## config.mk

```make
export PLATFORM = sky130hd
export DESIGN_NAME = pingpang_bank_ctrl
export DESIGN_NICKNAME = d
export VERILOG_FILES = /design/src/rtl/pingpang_pkg.sv /design/src/rtl/pingpang_rd_tracker.sv /design/src/rtl/pingpang_bank_ctrl.sv
export SDC_FILE = /design/constraint.sdc
export NUM_CORES = 1
export LEC_CHECK = 0
export CORE_MARGIN = 2
export CORE_UTILIZATION = 49
export DETAILED_ROUTE_END_ITERATION = 12
export GPL_TIMING_DRIVEN = 0
export PLACE_DENSITY = 0.79
export SLEW_MARGIN = 20
export SYNTH_ARGS = -nofsm -noshare
export SYNTH_HDL_FRONTEND = slang
export SYNTH_SLANG_ARGS = --single-unit
```

## constraint.sdc

```tcl
create_clock -name clk_50m -period 3.7 [get_ports clk_50m]
set_clock_uncertainty 0.15 [all_clocks]
set_input_delay 0.74 -clock clk_50m [delete_from_list [all_inputs] [get_ports clk_50m]]
set_output_delay 0.74 -clock clk_50m [all_outputs]
set_load 0.05 [all_outputs]
```

## src/rtl/pingpang_pkg.sv

```systemverilog
// Shared types and defaults for the ping-pong bank controller.
package pingpang_pkg;

    typedef enum logic [1:0] {FREE, FILL, FULL, READ} bank_st_e;
    typedef enum logic [1:0] {INIT, WRITE, STALL} wr_st_e;

    localparam logic [15:0] HEADER_DEF       = 16'h9999;
    localparam int unsigned FRAME_LEN_DEF    = 390;
    localparam int unsigned RD_PER_FRAME_DEF = 782;

    function automatic logic [15:0] sat_inc16(input logic [15:0] v);
        return (v == 16'hFFFF) ? v : v + 16'd1;
    endfunction

endpackage

```

## src/rtl/pingpang_rd_tracker.sv

```systemverilog
// Read-side bookkeeping: strobe counter, post-release IRQ gap, optional idle watchdog.
// The watchdog exists only when PP_TIMEOUT_EN is defined; otherwise timeout_cnt is 0.
module pingpang_rd_tracker
    import pingpang_pkg::*;
#(
    parameter int unsigned RD_PER_FRAME = RD_PER_FRAME_DEF,
    parameter int unsigned IRQ_GAP      = 12,
    parameter int unsigned TIMEOUT      = 50000
) (
    input  logic       clk,
    input  logic       rst,
    input  logic       in_read,
    input  logic       arm_rd_pulse,
    output logic       release_o,
    output logic       gap_ok,
    output logic [7:0] timeout_cnt
);
    localparam int unsigned RCW = $clog2(RD_PER_FRAME + 1);
    localparam int unsigned GW  = $clog2(IRQ_GAP + 1);

    if (TIMEOUT == 0 || IRQ_GAP == 0) begin : g_param_chk
        $fatal(1, "pingpang_rd_tracker: TIMEOUT and IRQ_GAP must be nonzero");
    end

    logic [RCW-1:0] rd_cnt_q, rd_cnt_d;
    logic [GW-1:0]  gap_q, gap_d;
    logic           done_hit;
    logic           to_hit;

`ifdef PP_TIMEOUT_EN
    localparam int unsigned TW = $clog2(TIMEOUT + 1);
    logic [TW-1:0] idle_q, idle_d;
    logic [7:0]    to_cnt_q, to_cnt_d;
`endif

    always_comb begin
        rd_cnt_d = rd_cnt_q;
        gap_d    = gap_q;
        done_hit = 1'b0;
        to_hit   = 1'b0;
`ifdef PP_TIMEOUT_EN
        idle_d   = idle_q;
        to_cnt_d = to_cnt_q;
        // Any strobe restarts the idle window; only READ cycles count.
        if (in_read) begin
            if (arm_rd_pulse)                  idle_d = '0;
            else if (idle_q == TW'(TIMEOUT-1)) to_hit = 1'b1;
            else                               idle_d = idle_q + 1'b1;
        end
        if (to_hit && to_cnt_q != 8'hFF) to_cnt_d = to_cnt_q + 8'd1;
`endif
        if (in_read && arm_rd_pulse) begin
            if (rd_cnt_q == RCW'(RD_PER_FRAME-1)) done_hit = 1'b1;
            else                                  rd_cnt_d = rd_cnt_q + 1'b1;
        end
        if (done_hit || to_hit) begin
            rd_cnt_d = '0;
            gap_d    = GW'(IRQ_GAP-1);
`ifdef PP_TIMEOUT_EN
            idle_d   = '0;
`endif
        end else if (gap_q != '0) begin
            gap_d = gap_q - 1'b1;
        end
    end

    always_ff @(posedge clk) begin
        if (rst) begin
            rd_cnt_q <= '0;
            gap_q    <= '0;
`ifdef PP_TIMEOUT_EN
            idle_q   <= '0;
            to_cnt_q <= '0;
`endif
        end else begin
            rd_cnt_q <= rd_cnt_d;
            gap_q    <= gap_d;
`ifdef PP_TIMEOUT_EN
            idle_q   <= idle_d;
            to_cnt_q <= to_cnt_d;
`endif
        end
    end

    assign release_o = done_hit | to_hit;
    assign gap_ok    = (gap_q == '0);
`ifdef PP_TIMEOUT_EN
    assign timeout_cnt = to_cnt_q;
`else
    assign timeout_cnt = 8'd0;
`endif

endmodule

```

## src/rtl/pingpang_bank_ctrl.sv

```systemverilog
// Two-bank ping-pong scheduler: owns bank write ports, bank ownership and ARM handoff.
// Optional read watchdog enabled by defining PP_TIMEOUT_EN.
module pingpang_bank_ctrl
    import pingpang_pkg::*;
#(
    parameter int unsigned DW           = 16,
    parameter int unsigned AW           = 9,
    parameter int unsigned FRAME_LEN    = FRAME_LEN_DEF,
    parameter logic [DW-1:0] HEADER     = DW'(HEADER_DEF),
    parameter int unsigned RD_PER_FRAME = RD_PER_FRAME_DEF,
    parameter int unsigned IRQ_GAP      = 12,
    parameter int unsigned TIMEOUT      = 50000
) (
    input  logic          clk_50m,
    input  logic          rst,
    input  logic          din_flag,
    input  logic [DW-1:0] din,
    input  logic          arm_rd_pulse,
    output logic          bank0_wr_en,
    output logic [AW-1:0] bank0_wr_addr,
    output logic [DW-1:0] bank0_wr_data,
    output logic          bank1_wr_en,
    output logic [AW-1:0] bank1_wr_addr,
    output logic [DW-1:0] bank1_wr_data,
    output logic          rd_sel,
    output logic          fpga_to_arm,
    output logic [15:0]   drop_cnt,
    output logic [7:0]    timeout_cnt
);
    bank_st_e      bank_q [2];
    bank_st_e      bank_d [2];
    wr_st_e        wr_q, wr_d;
    logic          wb_q, wb_d;
    logic [AW-1:0] addr_q, addr_d;
    logic          rd_sel_q, rd_sel_d;
    logic          irq_q, irq_d;
    logic [15:0]   drop_q, drop_d;
    logic          wr_en_q [2];
    logic          wr_en_d [2];
    logic [AW-1:0] wr_addr_q [2];
    logic [AW-1:0] wr_addr_d [2];
    logic [DW-1:0] wr_data_q [2];
    logic [DW-1:0] wr_data_d [2];

    logic in_read, rb, rel, gap_ok, grant, gb, ob, ob_free;

    assign in_read = (bank_q[0] == READ) || (bank_q[1] == READ);
    assign rb      = (bank_q[1] == READ);
    assign grant   = !in_read && gap_ok && (bank_q[0] == FULL || bank_q[1] == FULL);
    assign gb      = (bank_q[0] != FULL);
    assign ob      = ~wb_q;
    // A bank released this cycle counts as free for the writer.
    assign ob_free = (bank_q[ob] == FREE) || (rel && rb == ob);

    pingpang_rd_tracker #(
        .RD_PER_FRAME(RD_PER_FRAME),
        .IRQ_GAP     (IRQ_GAP),
        .TIMEOUT     (TIMEOUT)
    ) u_rd_tracker (
        .clk         (clk_50m),
        .rst         (rst),
        .in_read     (in_read),
        .arm_rd_pulse(arm_rd_pulse),
        .release_o   (rel),
        .gap_ok      (gap_ok),
        .timeout_cnt (timeout_cnt)
    );

    always_comb begin
        bank_d    = bank_q;
        wr_d      = wr_q;
        wb_d      = wb_q;
        addr_d    = addr_q;
        rd_sel_d  = rd_sel_q;
        irq_d     = irq_q;
        drop_d    = drop_q;
        wr_en_d   = '{1'b0, 1'b0};
        wr_addr_d = '{'0, '0};
        wr_data_d = '{'0, '0};

        case (wr_q)
            INIT: begin
                wr_en_d   = '{1'b1, 1'b1};
                wr_data_d = '{HEADER, HEADER};
                bank_d[0] = FILL;
                wb_d      = 1'b0;
                addr_d    = AW'(1);
                wr_d      = WRITE;
            end
            WRITE: begin
                if (din_flag) begin
                    wr_en_d[wb_q]   = 1'b1;
                    wr_addr_d[wb_q] = addr_q;
                    wr_data_d[wb_q] = din;
                    if (addr_q == AW'(FRAME_LEN)) begin
                        bank_d[wb_q] = FULL;
                        if (ob_free) begin
                            bank_d[ob] = FILL;
                            wb_d       = ob;
                            addr_d     = AW'(1);
                        end else begin
                            wr_d = STALL;
                        end
                    end else begin
                        addr_d = addr_q + 1'b1;
                    end
                end
            end
            STALL: begin
                if (din_flag) drop_d = sat_inc16(drop_q);
                if (rel) begin
                    bank_d[rb] = FILL;
                    wb_d       = rb;
                    addr_d     = AW'(1);
                    wr_d       = WRITE;
                end
            end
            default: wr_d = INIT;
        endcase

        // Released bank gets its header back so it is ready for the next frame.
        if (rel) begin
            wr_en_d[rb]   = 1'b1;
            wr_addr_d[rb] = '0;
            wr_data_d[rb] = HEADER;
            if (bank_d[rb] == READ) bank_d[rb] = FREE;
            irq_d = 1'b0;
        end
        if (grant) begin
            bank_d[gb] = READ;
            rd_sel_d   = gb;
            irq_d      = 1'b1;
        end
    end

    always_ff @(posedge clk_50m) begin
        if (rst) begin
            bank_q    <= '{FREE, FREE};
            wr_q      <= INIT;
            wb_q      <= 1'b0;
            addr_q    <= '0;
            rd_sel_q  <= 1'b0;
            irq_q     <= 1'b0;
            drop_q    <= '0;
            wr_en_q   <= '{1'b0, 1'b0};
            wr_addr_q <= '{'0, '0};
            wr_data_q <= '{'0, '0};
        end else begin
            bank_q    <= bank_d;
            wr_q      <= wr_d;
            wb_q      <= wb_d;
            addr_q    <= addr_d;
            rd_sel_q  <= rd_sel_d;
            irq_q     <= irq_d;
            drop_q    <= drop_d;
            wr_en_q   <= wr_en_d;
            wr_addr_q <= wr_addr_d;
            wr_data_q <= wr_data_d;
        end
    end

    assign bank0_wr_en   = wr_en_q[0];
    assign bank0_wr_addr = wr_addr_q[0];
    assign bank0_wr_data = wr_data_q[0];
    assign bank1_wr_en   = wr_en_q[1];
    assign bank1_wr_addr = wr_addr_q[1];
    assign bank1_wr_data = wr_data_q[1];
    assign rd_sel        = rd_sel_q;
    assign fpga_to_arm   = irq_q;
    assign drop_cnt      = drop_q;

endmodule

```

==> metrics.md, run 1 <==
| Metric | Value |
|---|---|
| Run status | completed |
| Y dimension of the die | 95.3 µm |
| DP HPWL | 6890 µm |
| Relative contribution of combinational cells to total power | 15.8% |
| Total global-route track usage | 21.4% |
| Dominant cell type by area after synthesis | dfxtp_1 |
| Maximum clock frequency | 0.315 GHz |
| Number of levels in the clock H-tree | 3 |
| Final layout net count | 602 |
| Dominant cell by count in the synthesized netlist | dfxtp_1 |
| Final Power | 2100 µW |
| DR vias | 3643 |
| Count of endpoints failing hold in the final timing report | 0 |
| Number of enable-type register cells in the synthesized netlist | 0 |
| Critical Path Slowest Stage Cell | nor3_2 |
| Share of final-layout standard cells stronger than drive strength 1 | 6.75% |
| GR Util met1 | 25.2% |
| Share of the yosys chip area belonging to registers | 49.0% |
| Mapped Avg Cell Area | 8.76 µm² |
| Area contributors post-synth | dfxtp_1 (49%), nor2_1 (5.7%), nand2_1 (5.1%), a21oi_1 (4.5%), xnor2_1 (3.0%) |
| Met2 usage in global routing | 37.2% |
| Die footprint | 9080 µm² |
| GRT busiest layer | met2 |
| Clock period minus worst slack | 3.17 ns |
| Critical path cell sequence | inv_1 -> ha_1 -> clkbuf_1 -> inv_1 -> clkbuf_1 -> nor3_2 -> nand2_1 -> nor2_1 -> and2_1 |
| Proportion of power drawn by flip-flops and latches | 53.5% |
| CTS sink cnt | 100 |
| Number of slew-limit violations in the final report | 0 |
| Via count of the first global-routing pass | 3376 |
| Switching share of power | 29.8% |
| CP Data Required Time | 3.87 ns |
| Class of the most critical setup path | register to register |
| Synth cell types | 59 |
| Synth-to-layout area growth | 30.2% |
| Final count of negative-setup-slack endpoints | 0 |
| Clock latency on the worst-skew pair | 0.38 ns |
| Number of non-filler instances in the completed layout | 683 |
| Setup_tns | 0 ns |
| Crit start category | register |
| Placeable Area | 8130 µm² |
| Initial antenna violation count | 0 |
| Top FF cell, synth | dfxtp_1 |
| Largest incremental delay on the critical path | 0.57 ns |
| Critical path capture point type | register |
| Unrepaired setup endpoints after global routing | false |
| Post-route DRC violation count | 0 |
| Design internal power | 1480 µW |
| Flop and latch count out of synthesis | 100 |
| Routed wire length | 9500 µm |
| Number of maximum-capacitance constraint violations | 0 |
| Buffers on Ports | 89 |
| Die X | 95.3 µm |
| Overflow left after global routing | 0 |
| Total number of placement rows | 33 |
| Total of fill cells in the finished design | 689 |
| Tcrit/Tclk final | 85.8% |
| Post-CTS Setup Inserts | 0 |
| Number of warnings reported in the yosys synthesis log | 0 |
| Power density cells | 396 nW/µm² |
| Buffer levels on the longest clock path | 2 |
| First-pass GRT wire length | 15400 µm |
| Number of buffers inserted for hold repair after clock tree synthesis | 0 |
| Actual slew at the worst max-slew pin | 0.695 ns |
| Part of the total power dissipated in the clock network | 30.8% |
| Number of inserted diodes | 0 |
| Post-layout worst setup margin | 0.526 ns |
| Pin count of the biggest net entering global routing | 19 |
| Routed wire length per instance | 13.9 µm |
| Worst Path Max Fanout | 10 |
| I/O pin count | 98 |
| Met3 track demand over resource | 4.51% |
| Inserted Clock Buffers | 9 |
| IR Drop Worst-Case VDD | 292 µV |
| Synth cell count leaders | dfxtp_1 (100), nor2_1 (62), nand2_1 (56), a21oi_1 (37) |
| Cts repair resizes | 0 |
| Leakage | 0.00191 µW |
| Synthesized area | 4080 µm² |
| DR pass1 iterations | 5 |
| Setup slack after placement | 0.0460 ns |
| TritonCTS clock tree | yes |
| Top-area cell type share of the netlist area | 49.0% |
| Worst slew slack as a fraction of its limit | 53.0% |
| Synthesized netlist cell count | 466 |
| HP Class | register to register |
| Starting DRT DRC Count | 213 |
| Placer Congestion | 0.914 |
| Data arrival at the endpoint of the critical path | 3.35 ns |
| Total placed cells including tap cells | 667 |
| Effective utilization at floorplan | 50.2% |
| Switching Power | 628 µW |
| Fraction of registers with async set or reset after synthesis | 0% |
| Clock root buffer | clkbuf_8 |
| Post-route core utilization | 65.4% |
| Per-cell via count in the routed design | 5.33 |
| Clock Pin Slew Worst Setup and Hold Paths | 0.10 ns |
| Final ANT Viol Nets | 0 |
==> per-stage QoR <==
step / hold WS, ns / area [µm²]
6_report: 0.353 / 5320
4_1_cts: 0.355 / 5310
2_1_floorplan: 0.302 / 4110
5_1_grt: 0.379 / 5320
3_5_place_dp: 0.332 / 5130
3_3_place_gp: 0.314 / 5130
==> cell families (layout without fill, tap and decap cells) <==
kind of cell             after synthesis  in the layout  synth area share [%]
multiplexers                           3              3                 0.766
buffers and inverters                 39            144                  4.51
adder cells (fa/ha/maj)                9              9                  2.76
other                                  1              8                0.0919
AO/OA/AOI/OAI                         84             84                  13.3
AND/OR/NAND/NOR                      207            207                  24.6
XOR/XNOR                              23             23                  4.93
flip-flops                           100            100                  49.0
==> area by class of cell <==
type	instances	area, µm²	area share, %
plain buffers	26	135	2.54
clock buffers	10	128	2.40
clock inverters	6	53.8	1.01
inverters	13	48.8	0.918
multi-input cells	334	1930	36.3
flip-flops and latches	100	2000	37.6
well taps	105	131	2.47
repair buffers	89	891	16.8
==> state kept, by name (all words and copies together) (netlist names), 2 cells and up <==
register	flops
addr_q	9
bank0_wr_addr	9
bank0_wr_data	16
bank1_wr_addr	9
bank1_wr_data	16
bank_q	4
drop_cnt	16
u_rd_tracker.gap_q	4
u_rd_tracker.rd_cnt_q	10
wr_q	2
==> critical path: cells and delay by family (launching register included) <==
family,cells,cell delay (ns)
simple gates,4,1.59
buf+inv,4,0.88
flops,1,0.35
fa+ha+maj,1,0.16
==> cells in the final DEF, fill, tap and decap left out, types with 10 or more instances in the layout <==
cell type and n:
nor2_1 62, o21ai_0 16, xnor2_1 14, clkbuf_1 18
nand4_1 10, dfxtp_1 100, inv_1 13, nor3_1 12
nand2_1 56, a21oi_1 37, nand3_1 10, clkdlybuf4s50_1 89
and2_1 17
==> worst paths after layout <==
| path | startpoint | to | slack (ns) | cells past startpoint |
|---|---|---|---|---|
| max | wr_q[1] | bank0_wr_addr[5] | 0.53 | 9 |
| min | rd_sel | rd_sel | 0.35 | 2 |
| max reg2reg | wr_q[1] | bank0_wr_addr[5] | 0.53 | 9 |
| min reg2reg | rd_sel | rd_sel | 0.35 | 2 |
==> power by group through the flow <==
stage | clock network [µW] | logic, µW | registers, µW
after floorplan | 0 | 134 | 1230
after global placement | 0 | 323 | 1150
after detailed placement | 0 | 327 | 1150
after CTS | 660 | 329 | 1130
after global routing | 697 | 354 | 1130
final | 648 | 331 | 1130
==> routing by layer <==
layer  vias to the layer above  share of wire, %
li1                       1793                 -
met1                      1666                42
met2                       160                48
met3                        24               6.9
met4                         0               2.3
met5                         -                 0
Power figures use the tool's default switching activity.
==> inputs of run 2 (changes only) <==
--- a/config.mk
+++ b/config.mk
@@ -9,7 +9,7 @@
 export CORE_UTILIZATION = 49
 export DETAILED_ROUTE_END_ITERATION = 12
 export GPL_TIMING_DRIVEN = 0
-export PLACE_DENSITY = 0.79
+export PLACE_DENSITY = 0.76
 export SLEW_MARGIN = 20
 export SYNTH_ARGS = -nofsm -noshare
 export SYNTH_HDL_FRONTEND = slang
==> metrics.md, run 2 (synthesis gave the netlist of run 1 again) <==
| Metric | Value |
|---|---|
| Synth-to-layout area growth | 30.2% (about the same) |
| Buffers on Ports | 89 (unchanged) |
| Most common library cell in the layout ignoring fill and taps | dfxtp_1 |
| Design internal power | 1480 µW (about the same) |
| Final count of negative-setup-slack endpoints | 0 (unchanged) |
| Relative contribution of combinational cells to total power | 15.7% (about the same) |
| Routed wire length | 9290 µm (-2.3%) |
| Critical path capture point type | register |
| Effective utilization at floorplan | 50.2% (unchanged) |
| Clock root buffer | clkbuf_8 |
| Routed wire length per instance | 13.6 µm (-2.3%) |
| Buffer levels on the longest clock path | 2 (unchanged) |
| Total global-route track usage | 21.8% (+0.46 points) |
| Commonest cells after routing, fill and taps aside | dfxtp_1 (100), clkdlybuf4s50_1 (89), nor2_1 (62) |
| Number of inserted diodes | 0 (unchanged) |
| Critical path cell sequence | inv_1 -> ha_1 -> clkbuf_1 -> inv_1 -> clkbuf_1 -> nor3_2 -> nand2_1 -> nor2_1 -> and2_1 |
| HP Class | register to register |
| Run status | completed |
| Via count of the first global-routing pass | 3430 (+1.6%) |
| Final ANT Viol Nets | 0 (unchanged) |
| Final layout net count | 602 (unchanged) |
| Worst Path Max Fanout | 10 (unchanged) |
| Inserted Clock Buffers | 9 (unchanged) |
| First-pass GRT wire length | 15700 µm (+2.5%) |
| Post-CTS Setup Inserts | 0 (unchanged) |
| Class of the most critical setup path | register to register |
| Switching Power | 621 µW (-1.1%) |
| Clock period minus worst slack | 3.10 ns (-0.0778 ns) |
| Total number of placement rows | 33 (unchanged) |
| Total of fill cells in the finished design | 726 (+5.4%) |
| Proportion of power drawn by flip-flops and latches | 53.6% (about the same) |
| CP Data Required Time | 3.85 ns (-0.02 ns) |
| Total placed cells including tap cells | 667 (unchanged) |
| Worst slew slack as a fraction of its limit | 55.0% (+2.0 points) |
| Largest incremental delay on the critical path | 0.57 ns (about the same) |
| Worst hold path startpoint | u_rd_tracker.rd_cnt_q[6] |
| Crit. Startpoint | wr_q[1] |
| Post-route DRC violation count | 0 (unchanged) |
| Flop2flop setup slack | 0.60 ns (+0.08 ns) |
| IR Drop Worst-Case VDD | 189 µV (-35%) |
| DR pass1 iterations | 4 (-1) |
| Per-cell via count in the routed design | 5.23 (-2.0%) |
| I/O pin count | 98 (unchanged) |
| Y dimension of the die | 95.3 µm (unchanged) |
| Share of final-layout standard cells stronger than drive strength 1 | 6.75% (unchanged) |
| Reg-to-reg startpoint | wr_q[1] |
| Footprint of the multi-input gates | 1930 µm² (unchanged) |
| Clock latency on the worst-skew pair | 0.37 ns (about the same) |
| Placeable Area | 8130 µm² (unchanged) |
| Data arrival at the endpoint of the critical path | 3.25 ns (-0.10 ns) |
| Number of maximum-capacitance constraint violations | 0 (unchanged) |
| Initial antenna violation count | 0 (unchanged) |
| Part of the total power dissipated in the clock network | 30.7% (about the same) |
| Power density cells | 395 nW/µm² (-0.24%) |
| Gate family responsible for the most delay along the worst path | simple AND/OR/NAND/NOR gates |
| Overflow left after global routing | 0 (unchanged) |
| Pin count of the biggest net entering global routing | 19 (unchanged) |
| Number of non-filler instances in the completed layout | 683 (unchanged) |
| Switching share of power | 29.6% (-0.23 points) |
| Setup_tns | 0 ns (unchanged) |
| CTS sink cnt | 100 (unchanged) |
| Tcrit/Tclk final | 83.7% (-2.1 points) |
| Count of endpoints failing hold in the final timing report | 0 (unchanged) |
| Critical Path Slowest Stage Cell | nor3_2 |
| Die footprint | 9080 µm² (unchanged) |
| Clock Pin Slew Worst Setup and Hold Paths | 0.09 ns (about the same) |
| Storage element area | 2000 µm² (unchanged) |
| Hold Crit Depth | 2 (unchanged) |
| Actual slew at the worst max-slew pin | 0.657 ns (-0.0376 ns) |
| Die X | 95.3 µm (unchanged) |
| Maximum clock frequency | 0.323 GHz (+2.5%) |
| Placer Congestion | 0.913 (-0.20%) |
| Crit start category | register |
| Terminating pin of the worst hold path | u_rd_tracker.rd_cnt_q[6] |
| Number of slew-limit violations in the final report | 0 (unchanged) |
| Sum of buffers and inverters on the critical path | 4 (unchanged) |
| Starting DRT DRC Count | 141 (-34%) |
| Leakage | 0.00191 µW (+0.22%) |
| Destination of the worst register-to-register timing path | bank0_wr_addr[1] |
| Worst R2R Path Depth | 9 (unchanged) |
| Number of levels in the clock H-tree | 3 (unchanged) |
| TritonCTS clock tree | yes |
| Unrepaired setup endpoints after global routing | false |
| Number of buffers inserted for hold repair after clock tree synthesis | 0 (unchanged) |
| DP HPWL | 6820 µm (-1.0%) |
| DR vias | 3571 (-2.0%) |
-- run 2: changes by cell type in the layout (fill, tap and decap cells not counted), sizes merged --
| cell | delta |
|---|---|
| clkinvlp | -1 |
| inv | +1 |
-- run 2: worst reg2reg max path: stages, from the launching register on --
cell and delay, ns:
dfxtp_1 0.34, inv_1 0.11, ha_1 0.15, clkbuf_1 0.35
inv_1 0.15, clkbuf_1 0.27, nor3_2 0.57, nand2_1 0.39
nor2_1 0.39, and2_1 0.18
-- run 2: through the flow --
stage               total power [µW]  utilization, %  hold WS [ns]  setup WS [ns]  instance area [µm²]
finish                          2100            65.3         0.344          0.603                 5320
global route                    2190            65.3         0.371          0.280                 5320
CTS                             2120            65.3         0.345          0.165                 5310
detailed placement              1480            63.1         0.329         0.0672                 5130
global placement                1470            63.1         0.314          0.123                 5130
floorplan                       1370               -         0.302           1.02                 4110
-- run 2: final cells by class --
class	instances	area share, %
clock inverters	6	0.965
well taps	105	2.47
inverters	13	0.918
multi-input cells	334	36.3
plain buffers	26	2.54
clock buffers	10	2.40
flip-flops and latches	100	37.7
repair buffers	89	16.8
-- run 2: worst max path at each step --
stage                                   to  slack [ns]  depth (start not counted)
after floorplan                  addr_q[3]        1.02                          7
after global placement    bank0_wr_addr[6]        0.12                          6
after detailed placement  bank0_wr_addr[4]        0.07                          6
after CTS                 bank0_wr_addr[1]        0.17                          9
after global routing      bank0_wr_addr[1]        0.28                          9
final                     bank0_wr_addr[1]        0.60                          9
-- run 2: what timing repair did --
item                       4_1_cts  5_1_grt
setup endpoints to repair        0        8
hold endpoints to repair         0        0
gates resized for setup          0        1
-- run 2: power groups by stage --
stage          combinational, µW  clock [µW]  sequential (µW)
6_report                     329         645             1120
5_1_grt                      355         703             1130
4_1_cts                      328         663             1120
3_5_place_dp                 327           0             1150
3_3_place_gp                 323           0             1150
2_1_floorplan                134           0             1230
-- run 2: per-layer routing --
metal	global-route usage, %	part of all wire [%]	wire, µm	up-vias
li1	-	-	-	1793
met1	25.4	43	3980	1654
met3	4.27	5.8	543	18
met4	8.09	2.1	192	0
met2	39.4	49	4570	106
met5	0	0	0	-
